### src/rtl/cnu_serial_if.sv
// Handshake bundle for the serial check node unit:
// q input stream and r output stream with frame parity.
interface cnu_serial_if #(
    parameter int data_w = 8,
    parameter int in_w   = 11
);
    logic              in_valid;
    logic              in_ready;
    logic [in_w-1:0]   q_in;
    logic              out_valid;
    logic              out_ready;
    logic [data_w-1:0] r_out;
    logic              out_last;
    logic              parity_ok;

    modport master (
        output in_valid, q_in, out_ready,
        input  in_ready, out_valid, r_out, out_last, parity_ok
    );

    modport slave (
        input  in_valid, q_in, out_ready,
        output in_ready, out_valid, r_out, out_last, parity_ok
    );
endinterface

### src/rtl/cnu_serial.sv
// Serial min-sum check node unit: collect DC q messages, then emit DC r messages.
// Define CNU_OFFSET_EN for offset min-sum (BETA subtracted at emission).
module cnu_serial #(
    parameter int data_w = 8,
    parameter int in_w   = 11,
    parameter int DC     = 6,
    parameter int BETA   = 1
) (
    input logic         clk,
    input logic         rst_n,
    cnu_serial_if.slave bus
);
    localparam int MW   = data_w - 1;
    localparam int CW   = (DC > 2) ? $clog2(DC) : 1;
    localparam int MAXM = (1 << (data_w - 1)) - 1;
    localparam logic [CW-1:0] LAST = CW'(DC - 1);
    localparam logic [MW-1:0] MAXV = MW'(MAXM);
    localparam logic signed [in_w-1:0] MAXQ = in_w'(MAXM);
`ifdef CNU_OFFSET_EN
    localparam int OFF = BETA;
`else
    localparam int OFF = 0 * BETA;
`endif

    typedef enum logic [1:0] {S_IDLE, S_COLLECT, S_EMIT} state_t;

    state_t          r_state;
    state_t          w_next;
    logic [CW-1:0]   r_k;
    logic [CW-1:0]   r_e;
    logic [CW-1:0]   r_idx;
    logic [DC-1:0]   r_sgn;
    logic            r_tot;
    logic [MW-1:0]   r_min1;
    logic [MW-1:0]   r_min2;

    logic                   w_acc;
    logic                   w_xfer;
    logic signed [in_w-1:0] w_q;
    logic signed [in_w-1:0] w_clip;
    logic signed [in_w-1:0] w_abs;
    logic                   w_neg;
    logic [MW-1:0]          w_mag;
    logic                   w_t0;
    logic [MW-1:0]          w_m1;
    logic [MW-1:0]          w_m2;
    logic [MW-1:0]          w_m;
    logic [MW-1:0]          w_mo;
    logic [data_w-1:0]      w_sv;
    logic                   w_s;

    assign w_acc  = bus.in_valid && (r_state == S_COLLECT);
    assign w_xfer = bus.out_ready && (r_state == S_EMIT);
    assign w_q    = $signed(bus.q_in);

    // Saturate to the symmetric range so the magnitude fits MW bits
    always_comb begin
        w_clip = w_q;
        if (w_q > MAXQ)
            w_clip = MAXQ;
        else if (w_q < -MAXQ)
            w_clip = -MAXQ;
        w_abs = w_clip[in_w-1] ? -w_clip : w_clip;
        w_neg = w_clip[in_w-1];
        w_mag = w_abs[MW-1:0];
    end

    // First accept of a frame starts from fresh accumulators
    assign w_t0 = (r_k == '0) ? 1'b0 : r_tot;
    assign w_m1 = (r_k == '0) ? MAXV : r_min1;
    assign w_m2 = (r_k == '0) ? MAXV : r_min2;

    always_ff @(posedge clk) begin
        if (!rst_n)
            r_state <= S_IDLE;
        else
            r_state <= w_next;
    end

    always_comb begin
        w_next = r_state;
        unique case (r_state)
            S_IDLE:    w_next = S_COLLECT;
            S_COLLECT: if (w_acc && r_k == LAST) w_next = S_EMIT;
            S_EMIT:    if (w_xfer && r_e == LAST) w_next = S_COLLECT;
            default:   w_next = S_IDLE;
        endcase
    end

    always_ff @(posedge clk) begin
        if (!rst_n) begin
            r_k    <= '0;
            r_e    <= '0;
            r_idx  <= '0;
            r_sgn  <= '0;
            r_tot  <= 1'b0;
            r_min1 <= MAXV;
            r_min2 <= MAXV;
        end else begin
            if (w_acc) begin
                r_sgn[r_k] <= w_neg;
                r_tot      <= w_t0 ^ w_neg;
                r_k        <= (r_k == LAST) ? '0 : r_k + 1'b1;
                if (w_mag < w_m1) begin
                    r_min2 <= w_m1;
                    r_min1 <= w_mag;
                    r_idx  <= r_k;
                end else if (w_mag < w_m2) begin
                    r_min1 <= w_m1;
                    r_min2 <= w_mag;
                end else begin
                    r_min1 <= w_m1;
                    r_min2 <= w_m2;
                end
            end
            if (w_xfer)
                r_e <= (r_e == LAST) ? '0 : r_e + 1'b1;
        end
    end

    // Outputs derive from registers only, so they hold under backpressure
    always_comb begin
        bus.in_ready  = (r_state == S_COLLECT);
        bus.out_valid = 1'b0;
        bus.r_out     = '0;
        bus.out_last  = 1'b0;
        bus.parity_ok = 1'b0;
        w_m  = (r_e == r_idx) ? r_min2 : r_min1;
        w_mo = (w_m > MW'(OFF)) ? (w_m - MW'(OFF)) : '0;
        w_sv = {1'b0, w_mo};
        w_s  = r_tot ^ r_sgn[r_e];
        if (r_state == S_EMIT) begin
            bus.out_valid = 1'b1;
            bus.r_out     = w_s ? -w_sv : w_sv;
            bus.out_last  = (r_e == LAST);
            bus.parity_ok = ~r_tot;
        end
    end
endmodule

### src/flat_wrapper.sv
// flat-port wrapper written by rule: the top's interface ports become plain ports
module cnu_serial_flat 
#(
    parameter int data_w = 8,
    parameter int in_w   = 11,
    parameter int DC     = 6,
    parameter int BETA   = 1
)
  (clk, rst_n, bus_in_valid, bus_q_in, bus_out_ready, bus_in_ready, bus_out_valid, bus_r_out, bus_out_last, bus_parity_ok);
  cnu_serial_if #(.data_w(data_w), .in_w(in_w)) bus_i ();
  input logic clk;
  input logic rst_n;
  input wire logic [$bits(bus_i.in_valid)-1:0] bus_in_valid;
  input wire logic [$bits(bus_i.q_in)-1:0] bus_q_in;
  input wire logic [$bits(bus_i.out_ready)-1:0] bus_out_ready;
  output wire logic [$bits(bus_i.in_ready)-1:0] bus_in_ready;
  output wire logic [$bits(bus_i.out_valid)-1:0] bus_out_valid;
  output wire logic [$bits(bus_i.r_out)-1:0] bus_r_out;
  output wire logic [$bits(bus_i.out_last)-1:0] bus_out_last;
  output wire logic [$bits(bus_i.parity_ok)-1:0] bus_parity_ok;
  assign bus_i.in_valid = bus_in_valid;
  assign bus_i.q_in = bus_q_in;
  assign bus_i.out_ready = bus_out_ready;
  assign bus_in_ready = bus_i.in_ready;
  assign bus_out_valid = bus_i.out_valid;
  assign bus_r_out = bus_i.r_out;
  assign bus_out_last = bus_i.out_last;
  assign bus_parity_ok = bus_i.parity_ok;
  cnu_serial #(.data_w(data_w), .in_w(in_w), .DC(DC), .BETA(BETA)) u_core (.clk(clk), .rst_n(rst_n), .bus(bus_i));
endmodule
### config.mk
export PLATFORM = sky130hd
export DESIGN_NAME = cnu_serial_flat
export DESIGN_NICKNAME = d
export VERILOG_FILES = /design/src/rtl/cnu_serial_if.sv /design/src/rtl/cnu_serial.sv /design/src/flat_wrapper.sv
export SDC_FILE = /design/constraint.sdc
export NUM_CORES = 1
export LEC_CHECK = 0
export CORE_ASPECT_RATIO = 1.1
export CORE_MARGIN = 3
export CORE_UTILIZATION = 60
export DETAILED_ROUTE_END_ITERATION = 10
export PLACE_DENSITY = 0.82
export SLEW_MARGIN = 10
export SYNTH_ARGS = -nofsm -noshare
export SYNTH_HDL_FRONTEND = slang
export SYNTH_SLANG_ARGS = --single-unit
### constraint.sdc
create_clock -name clk -period 8.81 [get_ports clk]
set_clock_uncertainty 0.1 [all_clocks]
set_input_delay 2.643 -clock clk [delete_from_list [all_inputs] [get_ports clk]]
set_output_delay 2.643 -clock clk [all_outputs]
set_load 0.005 [all_outputs]
==> flow_summary.ini <==
[run_status]
status = finished, final reports clean

[logic_synthesis]
synth_warnings = 0
synth.ff_latch_count = 32
yosysSeqAreaShare_pct = 26.5
netlist_area_mm2 = 0.00242
async_reset_ff_share_pct = 0
synth_edf_count = 0
synth_ff_type = dfxtp_1
synth.distinct_cells = 52
netlist_instances = 314
syn-mean-instance-area_um2 = 7.71
syn-num-nets = 343

[finish]
fillCellCount = 316
drive_gt1_share_pct = 7.81
syn_to_final_growth_pct = 15.5
nNetsFinal = 361
num_antenna_cells = 0
fin_util_pct = 74.1
stdcell_area_mm2 = 0.00279
final_cells = 383

[critical_path]
worstSetupStartpointType = primary input
cp_slowest_stage_delay_ps = 620
crit_top_cell = ha_1
cp.arrival_ps = 7750
path_delay_family = compound AO/OA/AOI/OAI gates
end_kind = flip-flop
crit_chain = clkdlybuf4s50_1 > nor3_1 > nand2_1 > o31ai_1 > ha_1 > clkinv_1 > a21oi_1 > ha_1 > a21o_1 > a21o_1 > a221oi_1 > inv_1 > ha_1 > o21ai_0 > a21oi_1 > a22oi_1 > maj3_2 > or2_0 > o221ai_1
worstPathMaxFanout = 12
critPathRequiredTime_ps = 8860
worstPathBufferInverterCount = 3
path_class = in -> reg
crit_slowest_cell = a221oi_1

[timing]
drv_slew = 0
grt_setup_unrepaired = no
fmax_mhz = 130
max-slew-margin-rel_pct = 51.7
setup_viol = 0
min_period_ps = 7710
fin_ws_ps = 1100
tightestPinTransition_ps = 720
finalHoldViolCount = 0
setup_tns_ps = 0
timing.final.crit_share_pct = 87.5

[floorplanning]
core-area_mm2 = 0.00377
initial_core_util_pct = 64.2
die_area_mm2 = 0.00483
num_rows = 23
die_width_um = 66.6
fp.dieH_um = 72.6
io_pins = 27

[clock_network]
path_clk_slew_ps = 70
cts_buffers = 5
htree_levels = 2
postCtsSetupBuffers = 0
clk-insertion-delay-late_ps = 290
tritoncts = built
cts_sinks = 32
root_buffer = clkbuf_8
clockBufferDepth = 2
cts_resized = 0
hold_buffers = 0

[power]
power.share.clock_pct = 36.8
comb_power_share_pct = 22.1
pwr_density_cell_mw_per_mm2 = 136
p_sw_uw = 112
intPower_uw = 267
peakVddDrop_v = 0.000105
p_leak_nw = 1.06
p_sw_share_pct = 29.6
seqPwrFrac_pct = 41.1

[detailed_routing]
ant_nets = 0
dr.pass1.iters = 5
wl_per_cell_um = 15.9
wl_um = 6080
via_per_inst = 6.21
drc_errors = 0
vias = 2378
drt-initial-drc-count = 270

[placed_design]
pre_cts_ws_ps = 949
hpwl_um = 4620
dpl_cell_area_mm2 = 0.00268
gp_congestion = 0.951
numPlacedInstances = 375
portBuffers = 26

[job]
maxCapViolCount = 0

[global_routing]
first_global_vias = 2245
grt_usage_pct = 28.0
grt_overflow_total = 0
antenna_found_initial = 0
grt_pass1_wl_um = 10400
grt_max_degree = 26

[worst_hold_path]
hold_path_class = reg -> reg
[logic make-up after synthesis]
kind of cell	Yosys count	share of synthesized area, %
buf+inv	29	4.81
mux	22	9.82
fa+ha+maj	17	8.58
flops	32	26.5
compound gates	88	23.9
xor+xnor	9	3.26
simple gates	117	23.1
[power groups by stage]
stage | Sequential [mW] | Combinational (mW) | Clock [mW]
6_report | 0.156 | 0.0838 | 0.140
3_5_place_dp | 0.159 | 0.0820 | 0
2_1_floorplan | 0.157 | 0.0597 | 0
3_3_place_gp | 0.159 | 0.0802 | 0
4_1_cts | 0.156 | 0.0825 | 0.142
5_1_grt | 0.157 | 0.0929 | 0.149
[tightest hold or removal path: cells and delay by family (launching register included)]
kind            cells  cell delay (ps)
flops               1              320
compound gates      1               50
simple gates        1               60
[worst paths after layout]
check | to | from | cells after the start | slack [ps]
worst max register to register | u_core.r_min2[5] | u_core.r_k[0] | 10 | 5750
worst min register to register | u_core.r_idx[0] | u_core.r_idx[0] | 2 | 370
worst max-delay path | u_core.r_min2[5] | bus_q_in[2] | 19 | 1100
worst min-delay path | u_core.r_idx[0] | u_core.r_idx[0] | 2 | 370
[cell type report]
| cell class | count | area (µm²) | area share, % |
|---|---|---|---|
| Sequential cell | 32 | 641 | 22.9 |
| Clock buffer | 5 | 68.8 | 2.46 |
| Multi-Input combinational cell | 253 | 1660 | 59.5 |
| Clock inverter | 3 | 42.5 | 1.52 |
| Inverter | 13 | 48.8 | 1.75 |
| Tap cell | 50 | 62.6 | 2.24 |
| Timing Repair Buffer | 27 | 268 | 9.58 |
[per-layer routing]
metal	global-route usage (%)	wire length, µm	part of all wire [%]
met5	0	0	0
met4	8.13	138	2.3
met3	6.01	315	5.2
met2	46.7	2980	49
met1	36.1	2640	43
[per-stage QoR]
step	total power, mW	hold WS (ps)
after global routing	0.398	388
final	0.379	369
after CTS	0.380	368
after floorplan	0.217	333
after global placement	0.239	351
after detailed placement	0.241	358
[cells in the mapped netlist, drive strengths merged, types with 5 or more instances]
cell type  number  area (µm²)
a211oi          9        67.6
a21oi          27         135
a31oi           5        31.3
buf             7        33.8
clkbuf          9        33.8
dfxtp          32         641
ha             14         175
inv            10        37.5
mux2i          17         170
nand2          23        86.3
nand2b          5        31.3
nor2           50         188
nor3           12        65.1
o21ai          16        80.1
o221ai          8        70.1
or2             7        43.8
xor2            5        43.8
[cell usage in the layout (no fill, tap or decap), drive strengths merged, types with 2 or more instances in the layout]
cell type      netlist  routed
ha                  14      14
or2                  7       7
mux2                 4       4
inv                 10      10
nand3                4       4
nor3                12      12
o21ai               16      16
a211oi               9       9
a21o                 3       3
a22oi                4       4
mux2i               17      17
nor2                50      50
o31ai                3       3
nand2               23      23
nor2b                2       2
dfxtp               32      32
maj3                 3       3
a21oi               27      27
clkinv               3       4
and3                 2       2
nand4                3       3
o32ai                3       3
xnor2                4       4
clkdlybuf4s50        0      26
a31oi                5       5
clkbuf               9       5
xor2                 5       5
nand2b               5       5
o21a                 2       2
o221ai               8       8
and2                 2       2
[sequential cells by signal, indices dropped and copies added (netlist names)]
register and flops:
u_core.r_k 3, u_core.r_tot 1, u_core.r_state 2, u_core.r_sgn 6
u_core.r_min2 7, u_core.r_e 3, u_core.r_idx 3, u_core.r_min1 7
(Power assumes the default switching activity.)
